==> src/rtl/display_pkg.sv <==
// Shared constants for the multiplexed 7-segment display controller:
// blank segment pattern, anode-off pattern and the hex glyph table.
// Segment order is {a,b,c,d,e,f,g} = bits 6..0, active-low (0 = lit).
package display_pkg;

  localparam int unsigned MAX_DIGITS = 8;

  localparam logic [6:0] SEG_OFF = 7'b1111111;

  // Wide enough for the largest legal digit count; slice to NUM_DIGITS.
  localparam logic [MAX_DIGITS-1:0] ANODES_OFF = '1;

  localparam logic [6:0] HEX_GLYPHS [16] = '{
    7'b0000001,  // 0
    7'b1001111,  // 1
    7'b0010010,  // 2
    7'b0000110,  // 3
    7'b1001100,  // 4
    7'b0100100,  // 5
    7'b0100000,  // 6
    7'b0001111,  // 7
    7'b0000000,  // 8
    7'b0000100,  // 9
    7'b0001000,  // A
    7'b1100000,  // b
    7'b0110001,  // C
    7'b1000010,  // d
    7'b0110000,  // E
    7'b0111000   // F
  };

  function automatic logic [6:0] hex_glyph(input logic [3:0] nibble);
    return HEX_GLYPHS[nibble];
  endfunction

endpackage

==> src/rtl/deco_hex_7seg.sv <==
// Combinational hex-to-7-segment decoder (active-low, {a..g} = bits 6..0).
module deco_hex_7seg
  import display_pkg::*;
(
  input  logic [3:0] i_Nibble,
  output logic [6:0] o_Segmentos
);

  // Table lookup of the glyph for the selected nibble.
  always_comb begin
    o_Segmentos = hex_glyph(i_Nibble);
  end

endmodule

==> src/rtl/controlador_display_mux.sv <==
// Time-multiplexed scan controller for a common-anode multi-digit
// 7-segment display. Accepts a new value through a valid/ready handshake
// and commits it only at frame boundaries so a frame never mixes digits.
// Optional build macro: LEADING_ZERO_BLANK_EN blanks zero digits above the
// most significant nonzero nibble (digit 0 is never blanked).
module controlador_display_mux
  import display_pkg::*;
#(
  parameter int NUM_DIGITS = 4,
  parameter int PRESCALE   = 50000
)
(
  input  logic                    i_Clk,
  input  logic                    i_Rst,
  input  logic [4*NUM_DIGITS-1:0] i_Dato,
  input  logic                    i_Valido,
  output logic                    o_Listo,
  output logic [NUM_DIGITS-1:0]   o_Anodos,
  output logic [6:0]              o_Segmentos,
  output logic                    o_Frame
);

  localparam int CNT_W = $clog2(PRESCALE);
  localparam int IDX_W = $clog2(NUM_DIGITS);
  localparam logic [CNT_W-1:0] CNT_LAST = CNT_W'(PRESCALE - 1);
  localparam logic [IDX_W-1:0] IDX_LAST = IDX_W'(NUM_DIGITS - 1);

  logic [CNT_W-1:0]        cnt;
  logic [IDX_W-1:0]        idx;
  logic                    pend;
  logic [4*NUM_DIGITS-1:0] pend_buf;
  logic [4*NUM_DIGITS-1:0] disp;

  logic                    tick;
  logic                    fb;
  logic                    accept;
  logic [3:0]              nibble;
  logic [6:0]              glyph;
  logic                    blank_cur;
  logic [6:0]              seg_next;
  logic [NUM_DIGITS-1:0]   anode_next;

  // Scan timing strobes and handshake qualifiers.
  always_comb begin
    tick    = (cnt == CNT_LAST);
    fb      = tick && (idx == IDX_LAST);
    accept  = i_Valido && !pend;
    o_Listo = !pend;
    o_Frame = fb;
  end

  // Prescaler: one tick every PRESCALE cycles.
  always_ff @(posedge i_Clk or posedge i_Rst) begin
    if (i_Rst) begin
      cnt <= '0;
    end else if (tick) begin
      cnt <= '0;
    end else begin
      cnt <= cnt + 1'b1;
    end
  end

  // Digit index advances on each tick and wraps after the last digit.
  always_ff @(posedge i_Clk or posedge i_Rst) begin
    if (i_Rst) begin
      idx <= '0;
    end else if (tick) begin
      idx <= (idx == IDX_LAST) ? '0 : idx + 1'b1;
    end
  end

  // Pending buffer and display register. A commit only happens with
  // pend=1, and accept only with pend=0, so an accept coinciding with a
  // frame boundary waits for the following boundary.
  always_ff @(posedge i_Clk or posedge i_Rst) begin
    if (i_Rst) begin
      pend     <= 1'b0;
      pend_buf <= '0;
      disp     <= '0;
    end else begin
      if (fb && pend) begin
        disp <= pend_buf;
        pend <= 1'b0;
      end
      if (accept) begin
        pend_buf <= i_Dato;
        pend     <= 1'b1;
      end
    end
  end

  // Select the nibble and anode pattern for the current digit.
  always_comb begin
    nibble     = '0;
    anode_next = '1;
    for (int unsigned k = 0; k < NUM_DIGITS; k++) begin
      if (idx == IDX_W'(k)) begin
        nibble        = disp[4*k +: 4];
        anode_next[k] = 1'b0;
      end
    end
  end

  deco_hex_7seg u_deco (
    .i_Nibble    (nibble),
    .o_Segmentos (glyph)
  );

`ifdef LEADING_ZERO_BLANK_EN
  logic [NUM_DIGITS-1:0] blank_mask;

  // A digit above 0 is blank when it and every digit above it are zero.
  always_comb begin
    blank_mask = '0;
    blank_cur  = 1'b0;
    for (int unsigned k = 1; k < NUM_DIGITS; k++) begin
      blank_mask[k] = ((disp >> (4*k)) == '0);
    end
    for (int unsigned k = 0; k < NUM_DIGITS; k++) begin
      if (idx == IDX_W'(k)) begin
        blank_cur = blank_mask[k];
      end
    end
  end
`else
  // Every digit shows its glyph, leading zeros included.
  always_comb begin
    blank_cur = 1'b0;
  end
`endif

  // Blanked digits keep scanning their anode; only segments go dark.
  always_comb begin
    seg_next = blank_cur ? SEG_OFF : glyph;
  end

  // Registered anode/segment outputs change together on one edge.
  always_ff @(posedge i_Clk or posedge i_Rst) begin
    if (i_Rst) begin
      o_Anodos    <= ANODES_OFF[NUM_DIGITS-1:0];
      o_Segmentos <= SEG_OFF;
    end else begin
      o_Anodos    <= anode_next;
      o_Segmentos <= seg_next;
    end
  end

endmodule

==> config.mk <==
export PLATFORM = sky130hd
export DESIGN_NAME = controlador_display_mux
export DESIGN_NICKNAME = d
export VERILOG_FILES = /design/src/rtl/display_pkg.sv /design/src/rtl/deco_hex_7seg.sv /design/src/rtl/controlador_display_mux.sv
export SDC_FILE = /design/constraint.sdc
export NUM_CORES = 1
export LEC_CHECK = 0
export BUFFER_PORTS_ARGS = -buffer_cell sky130_fd_sc_hd__buf_4
export CORE_ASPECT_RATIO = 0.7
export CORE_MARGIN = 2
export CORE_UTILIZATION = 42
export DETAILED_ROUTE_END_ITERATION = 12
export GPL_TIMING_DRIVEN = 0
export PLACE_DENSITY = 0.71
export SLEW_MARGIN = 20
export SYNTH_ARGS = -nofsm -noshare
export SYNTH_HDL_FRONTEND = slang
export SYNTH_SLANG_ARGS = --single-unit
==> constraint.sdc <==
create_clock -name i_Clk -period 2.6 [get_ports i_Clk]
set_input_delay 0 -clock i_Clk [delete_from_list [all_inputs] [get_ports i_Clk]]
set_output_delay 0 -clock i_Clk [all_outputs]
set_load 0.005 [all_outputs]
# After elaboration in Yosys (flattened, before gate mapping)
# Memories as Yosys holds them, arrays and structs flattened. A register that Yosys moved wholly into a read port is not among the register bits.
# Cells that the tools add are included.
# word_totals
ramBits,0
romBits,112
output_inout_bits,13
latchBits,0
in_bits,19
memories,1
regBits,55
# memory_table
name,depth,word_bits,read_ports,rd_ports_with_merged_regs,wr,line_no,text
(name not given),16,7,1,1,0,display_pkg.sv:33,return HEX_GLYPHS[nibble];
# op_classes
div_mod_pow,0
n_lt_le_gt_ge,0
n_mux,12
eq_ne,4
n_shift,0
mul,0
n_addsub,2
reduce_logical,6
bitwise,1
# op_table
op,n
adder 16 x 1 -> 16 bit (second input constant),1
equality test 16 bit (second input constant),1
2-to-1 mux 16 bit,1
2-to-1 mux 4 bit,4
2-to-1 mux 1 bit,6
inverter 4 -> 5 bit,1
equality test 2 bit (second input constant),2
logical AND 1 bit,3
adder 2 x 1 -> 2 bit (second input constant),1
equality test 2 x 1 -> 1 bit (second input constant),1
logical NOT 2 bit,1
2-to-1 mux 2 bit,1
nonzero test 2 bit,1
logical NOT 1 bit,1

# Depth between registers and ports, before layout
# logic_depth
ltp_word,6
mapped_depth,10
ltp_nobuf,10

# Hierarchy
# From an unflattened synthesis, not the netlist that was laid out.
# unflattened
hier_cells,230
area_unflattened_um2,2895.3
# by_module_without_submodules
module,seq_area_each_um2,area_each_um2,cells_per_inst,n_inst
controlador_display_mux,1565.3,2620.0,198,1
deco_hex_7seg,0.0,275.3,32,1

# Worst setup path before layout
# No wires, ideal clock.
# synth_timing
path_kind,register -> register
startpoint,reg idx[0]
endpoint,reg o_Segmentos[6]
path_stages_with_launch,10
arrival_time_ps,1954
setup_slack_ps,564
t_required_ps,2518
setup_time_ps,82
n_path_buf,0
period_less_slack_ps,2036
path_cell_list,dfrtp_1 > inv_1 > ha_1 > or2_1 > a21oi_1 > a221o_1 > inv_1 > ha_1 > nor3b_1 > a211o_1
# synth_via
elab_chain_cells,6
word_cells_on_any_way,9
classes_between,eq/ne: 3; mux: 4; bitwise: 1; reduce/logical: 1
# synth_rtl
item,line_no,text
from (decl),controlador_display_mux.sv:29,logic [IDX_W-1:0] idx;
from (signal assigned),controlador_display_mux.sv:68,idx <= (idx == IDX_LAST) ? '0 : idx + 1'b1;
logical NOT 2 bit,controlador_display_mux.sv:97,if (idx == IDX_W'(k)) begin
2-to-1 mux 4 bit (3 in a row),controlador_display_mux.sv:97,
2-to-1 mux 4 bit *,controlador_display_mux.sv:97,
inverter 4 -> 5 bit (not written as such) *,display_pkg.sv:33,
to (decl),controlador_display_mux.sv:19,"output logic [6:0] o_Segmentos,"
# Mark *: on every way between the ends. The rest lies on a longest branch, timed or not.
# A chain may end at the register's enable or synchronous reset.

# Final worst setup path
# layout_timing
startpoint,reg idx[1]
endpoint,reg o_Segmentos[3]
# Same word-level chain as after synthesis.

==> impl_summary.log <==
INFO  metric run_status = completed
INFO  metric measured_slew_at_the_worst_slew_check_pin = 0.556 ns
INFO  metric gp_congestion = 0.831
INFO  metric critical_path_class = reg -> reg
INFO  metric minimum_setup_slack_among_reg_to_reg_paths = 0.28 ns
INFO  metric final_net_count = 314
INFO  metric worst_ep_arrival_time = 2.60 ns
INFO  metric antenna_left = 0
INFO  metric path_max_fanout = 7
INFO  metric grt_start_max_net_pins = 35
INFO  metric synthAdderAreaFrac = 4.84%
INFO  metric worst_hold_path_type = in -> async
INFO  metric synth.yosys.seq_area_share = 55.1%
INFO  metric num_io_pins = 32
INFO  metric avgRoutedWirePerCell = 13.2 µm
INFO  metric maximum_clock_insertion_buffer_count = 2
INFO  metric grt_usage = 15.7%
INFO  metric synth_seq_cells = 62
INFO  metric cell_with_the_most_instances_after_synthesis = sky130_fd_sc_hd__dfrtp_1
INFO  metric yosysWarningCount = 0
INFO  metric synthesis.nets = 253
INFO  metric tritoncts_num_sinks = 62
INFO  metric netlist_top_cells_count = 51 x sky130_fd_sc_hd__dfrtp_1, 23 x sky130_fd_sc_hd__mux2_2, 14 x sky130_fd_sc_hd__nor2_1
INFO  metric synth_largest_type_area_fraction = 44.9%
INFO  metric worstReg2RegStart = idx[1]
INFO  metric post-place-ws = 0.313 ns
INFO  metric worst_setup_path_start_kind = register
INFO  metric finalWirelength = 5.07 mm
INFO  metric number_of_flops_mapped_to_enable_cells_by_yosys = 0
INFO  metric dieArea = 0.00745 mm²
INFO  metric clock_latency = 0.35 ns
INFO  metric syn-cell-area = 0.00284 mm²
INFO  metric setup-tns-final = 0 ns
INFO  metric fin_skew = 0.00895 ns
INFO  metric drt_drc_violations_left = 0
INFO  metric main_combinational_cell_family_by_area_after_synthesis = multiplexers
INFO  metric syn_to_final_growth = 27.3%
INFO  metric synth-simple-area-share = 10.7%
INFO  metric syn_inst = 223
INFO  metric hold_violations_final = 0
INFO  metric grt_antenna_before_repair = 0
INFO  metric netlist-cell-type-count = 42
INFO  metric post_synth_main_area_contributors = sky130_fd_sc_hd__dfrtp_1 45%, sky130_fd_sc_hd__dfstp_2 10%, sky130_fd_sc_hd__mux2_2 9.1%
INFO  metric drt_iter0_markers = 41
INFO  metric route.detailed.vias_per_inst = 4.76
INFO  metric syn_area_per_cell = 12.7 µm²
INFO  metric final_layout_size_suffix_gt1_share = 34.9%
INFO  metric h-tree-depth = 3
INFO  metric synth-compound-area-share = 5.59%
INFO  metric r2r.worst_path.cells = 10
INFO  metric max_ir_drop_vdd = 0.277 mV
INFO  metric grt_first_pass_wirelength = 8.74 mm
INFO  metric cts_tree = built
INFO  metric post_synth_xor_area_fraction = 4.62%
INFO  metric report.final.slew_viol_count = 0
INFO  metric slew_headroom = 62.9%
INFO  metric power_per_cell_area = 564 mW/mm²
INFO  metric timing.critical_path.required = 2.88 ns
INFO  metric floorplan.initialDensity = 42.7%
INFO  metric setup_viol_count_final = 0
INFO  metric port-buffer-count = 31
INFO  metric drt_pass1_iterations = 4
INFO  metric dp_hpwl = 3.57 mm
INFO  metric grt_remaining_overflow = 0
INFO  metric synth-async-reset-ratio = 100%
INFO  metric number_of_standard_cell_rows_in_the_floorplan = 25
INFO  metric capturing_element_type_of_the_critical_path = register
INFO  metric rsz0062_at_grt = no
INFO  metric r2r_end = o_Segmentos[3]
INFO  metric fmaxAchievable = 431 MHz
INFO  metric insertedDiodeCount = 0
INFO  metric die_height = 72.8 µm
INFO  metric ys_dominant_reg_cell = sky130_fd_sc_hd__dfrtp_1
INFO  metric timing.max_cap.violations = 0
INFO  metric synth.largest_area_cell = sky130_fd_sc_hd__dfrtp_1
INFO  metric detailroute.via_count = 1824
INFO  metric worst_setup_slack_final = 0.278 ns
INFO  metric placeableCoreArea = 0.00666 mm²
INFO  metric synth.mux.area_fraction = 15.3%
INFO  metric layout_min_cycle_time = 2.32 ns
INFO  metric die_width = 102 µm
INFO  metric power.static_leakage = 1.69 nW
INFO  metric cts_inserted_buffers = 9
INFO  metric final_clock_period_utilization_by_the_worst_path = 89.3%
INFO  metric clk_pin_slew_worst_paths = 0.07 ns
INFO  metric clock-root-buffer = sky130_fd_sc_hd__clkbuf_8
INFO  metric grt_pass1_vias = 1832
worst max-delay path by stage:
stage / slack (ns) / endpoint / startpoint / cells after the start
detailed placement: 0.31 / o_Segmentos[3] / idx[0] / 9
global route: 0.11 / o_Segmentos[3] / idx[1] / 10
finish: 0.28 / o_Segmentos[3] / idx[1] / 10
CTS: 0.28 / o_Segmentos[6] / idx[0] / 8
global placement: 0.32 / o_Segmentos[3] / idx[0] / 10
floorplan: 0.56 / o_Segmentos[6] / idx[0] / 9
stage by stage:
stage	util (%)	instance area (µm²)	cells	hold slack (ns)	power, W
4_1_cts	54.3	3620	383	0.203	0.00207
3_5_place_dp	48.3	3220	349	0.0252	0.00110
2_1_floorplan	-	2840	223	0.125	0.00106
6_report	54.3	3620	383	0.205	0.00204
5_1_grt	54.3	3620	383	0.218	0.00213
3_3_place_gp	47.9	3190	348	0.224	0.00109
cell families (layout without fill, tap and decap cells):
family	Yosys count	in the layout
adders and majority gates	11	11
muxes	36	36
and+or+nand+nor	57	57
xor gates and xnor gates	15	15
AOI/OAI and AO/OA	21	21
buffers and inverters	21	87
DFF	62	62
final cells by class:
class / count / area [µm²]
Buffer: 8 / 63.8
Inverter: 13 / 51.3
Tap cell: 94 / 118
Timing Repair Buffer: 50 / 433
Clock inverter: 7 / 98.8
Sequential cell: 62 / 1570
Multi-Input combinational cell: 140 / 1160
Clock buffer: 9 / 124
Fill cell: 601 / 3040
layout by cell type, fill, tap and decap left out, types with 2 or more instances in the layout:
master,n
sky130_fd_sc_hd__dfrtp_1,51
sky130_fd_sc_hd__buf_4,32
sky130_fd_sc_hd__mux2_2,23
sky130_fd_sc_hd__dlygate4sd3_1,18
sky130_fd_sc_hd__nor2_1,14
sky130_fd_sc_hd__inv_1,12
sky130_fd_sc_hd__ha_1,11
sky130_fd_sc_hd__dfstp_2,11
sky130_fd_sc_hd__nand2_1,9
sky130_fd_sc_hd__mux2_4,9
sky130_fd_sc_hd__clkbuf_8,9
sky130_fd_sc_hd__xor2_1,8
sky130_fd_sc_hd__xnor2_1,7
sky130_fd_sc_hd__nor3_1,6
sky130_fd_sc_hd__nand4_1,5
sky130_fd_sc_hd__nand3_1,5
sky130_fd_sc_hd__o21ai_0,5
sky130_fd_sc_hd__a22o_1,4
sky130_fd_sc_hd__mux2i_1,4
sky130_fd_sc_hd__and2_1,3
sky130_fd_sc_hd__nor2b_1,3
sky130_fd_sc_hd__clkinv_4,3
sky130_fd_sc_hd__and3_1,2
sky130_fd_sc_hd__buf_12,2
sky130_fd_sc_hd__clkbuf_1,2
sky130_fd_sc_hd__and4_1,2
sky130_fd_sc_hd__a221o_1,2
sky130_fd_sc_hd__nand2b_1,2
sky130_fd_sc_hd__o221ai_1,2
sky130_fd_sc_hd__a31o_2,2
sky130_fd_sc_hd__buf_2,2
sky130_fd_sc_hd__bufinv_16,2
where the power goes:
part | internal [W] | switching [W] | leakage, nW
sequential | 0.000994 | 0.0000160 | 0.782
combinational | 0.0000591 | 0.0000323 | 0.803
clock | 0.000542 | 0.000398 | 0.109
total | 0.00159 | 0.000446 | 1.69
routing by layer:
metal	share of wire, %	global-route usage [%]
met1	52	21.3
met2	43	22.9
met4	1.2	5.19
met3	4.5	6.70
met5	0	0
registers in the layout, indices dropped and copies added (netlist names):
| name | cells |
|---|---|
| disp | 16 |
| cnt | 16 |
| o_Anodos | 4 |
| pend | 1 |
| idx | 2 |
| pend_buf | 16 |
| o_Segmentos | 7 |
repair_timing:
action                                 in CTS  in global routing
resized for setup                           0                  0
hold buffers                               18                  0
buffers inserted                            0                  0
endpoints found under the hold margin      73                  0
worst max-delay path, cell delays in order (launching register included):
cell	delay [ns]
sky130_fd_sc_hd__dfrtp_1	0.39
sky130_fd_sc_hd__inv_1	0.09
sky130_fd_sc_hd__ha_1	0.26
sky130_fd_sc_hd__nor2b_1	0.27
sky130_fd_sc_hd__nand2_1	0.10
sky130_fd_sc_hd__a221o_1	0.43
sky130_fd_sc_hd__inv_1	0.13
sky130_fd_sc_hd__ha_1	0.17
sky130_fd_sc_hd__nand3_1	0.12
sky130_fd_sc_hd__a21boi_0	0.15
sky130_fd_sc_hd__mux2i_1	0.14
(Power assumes the default switching activity.)
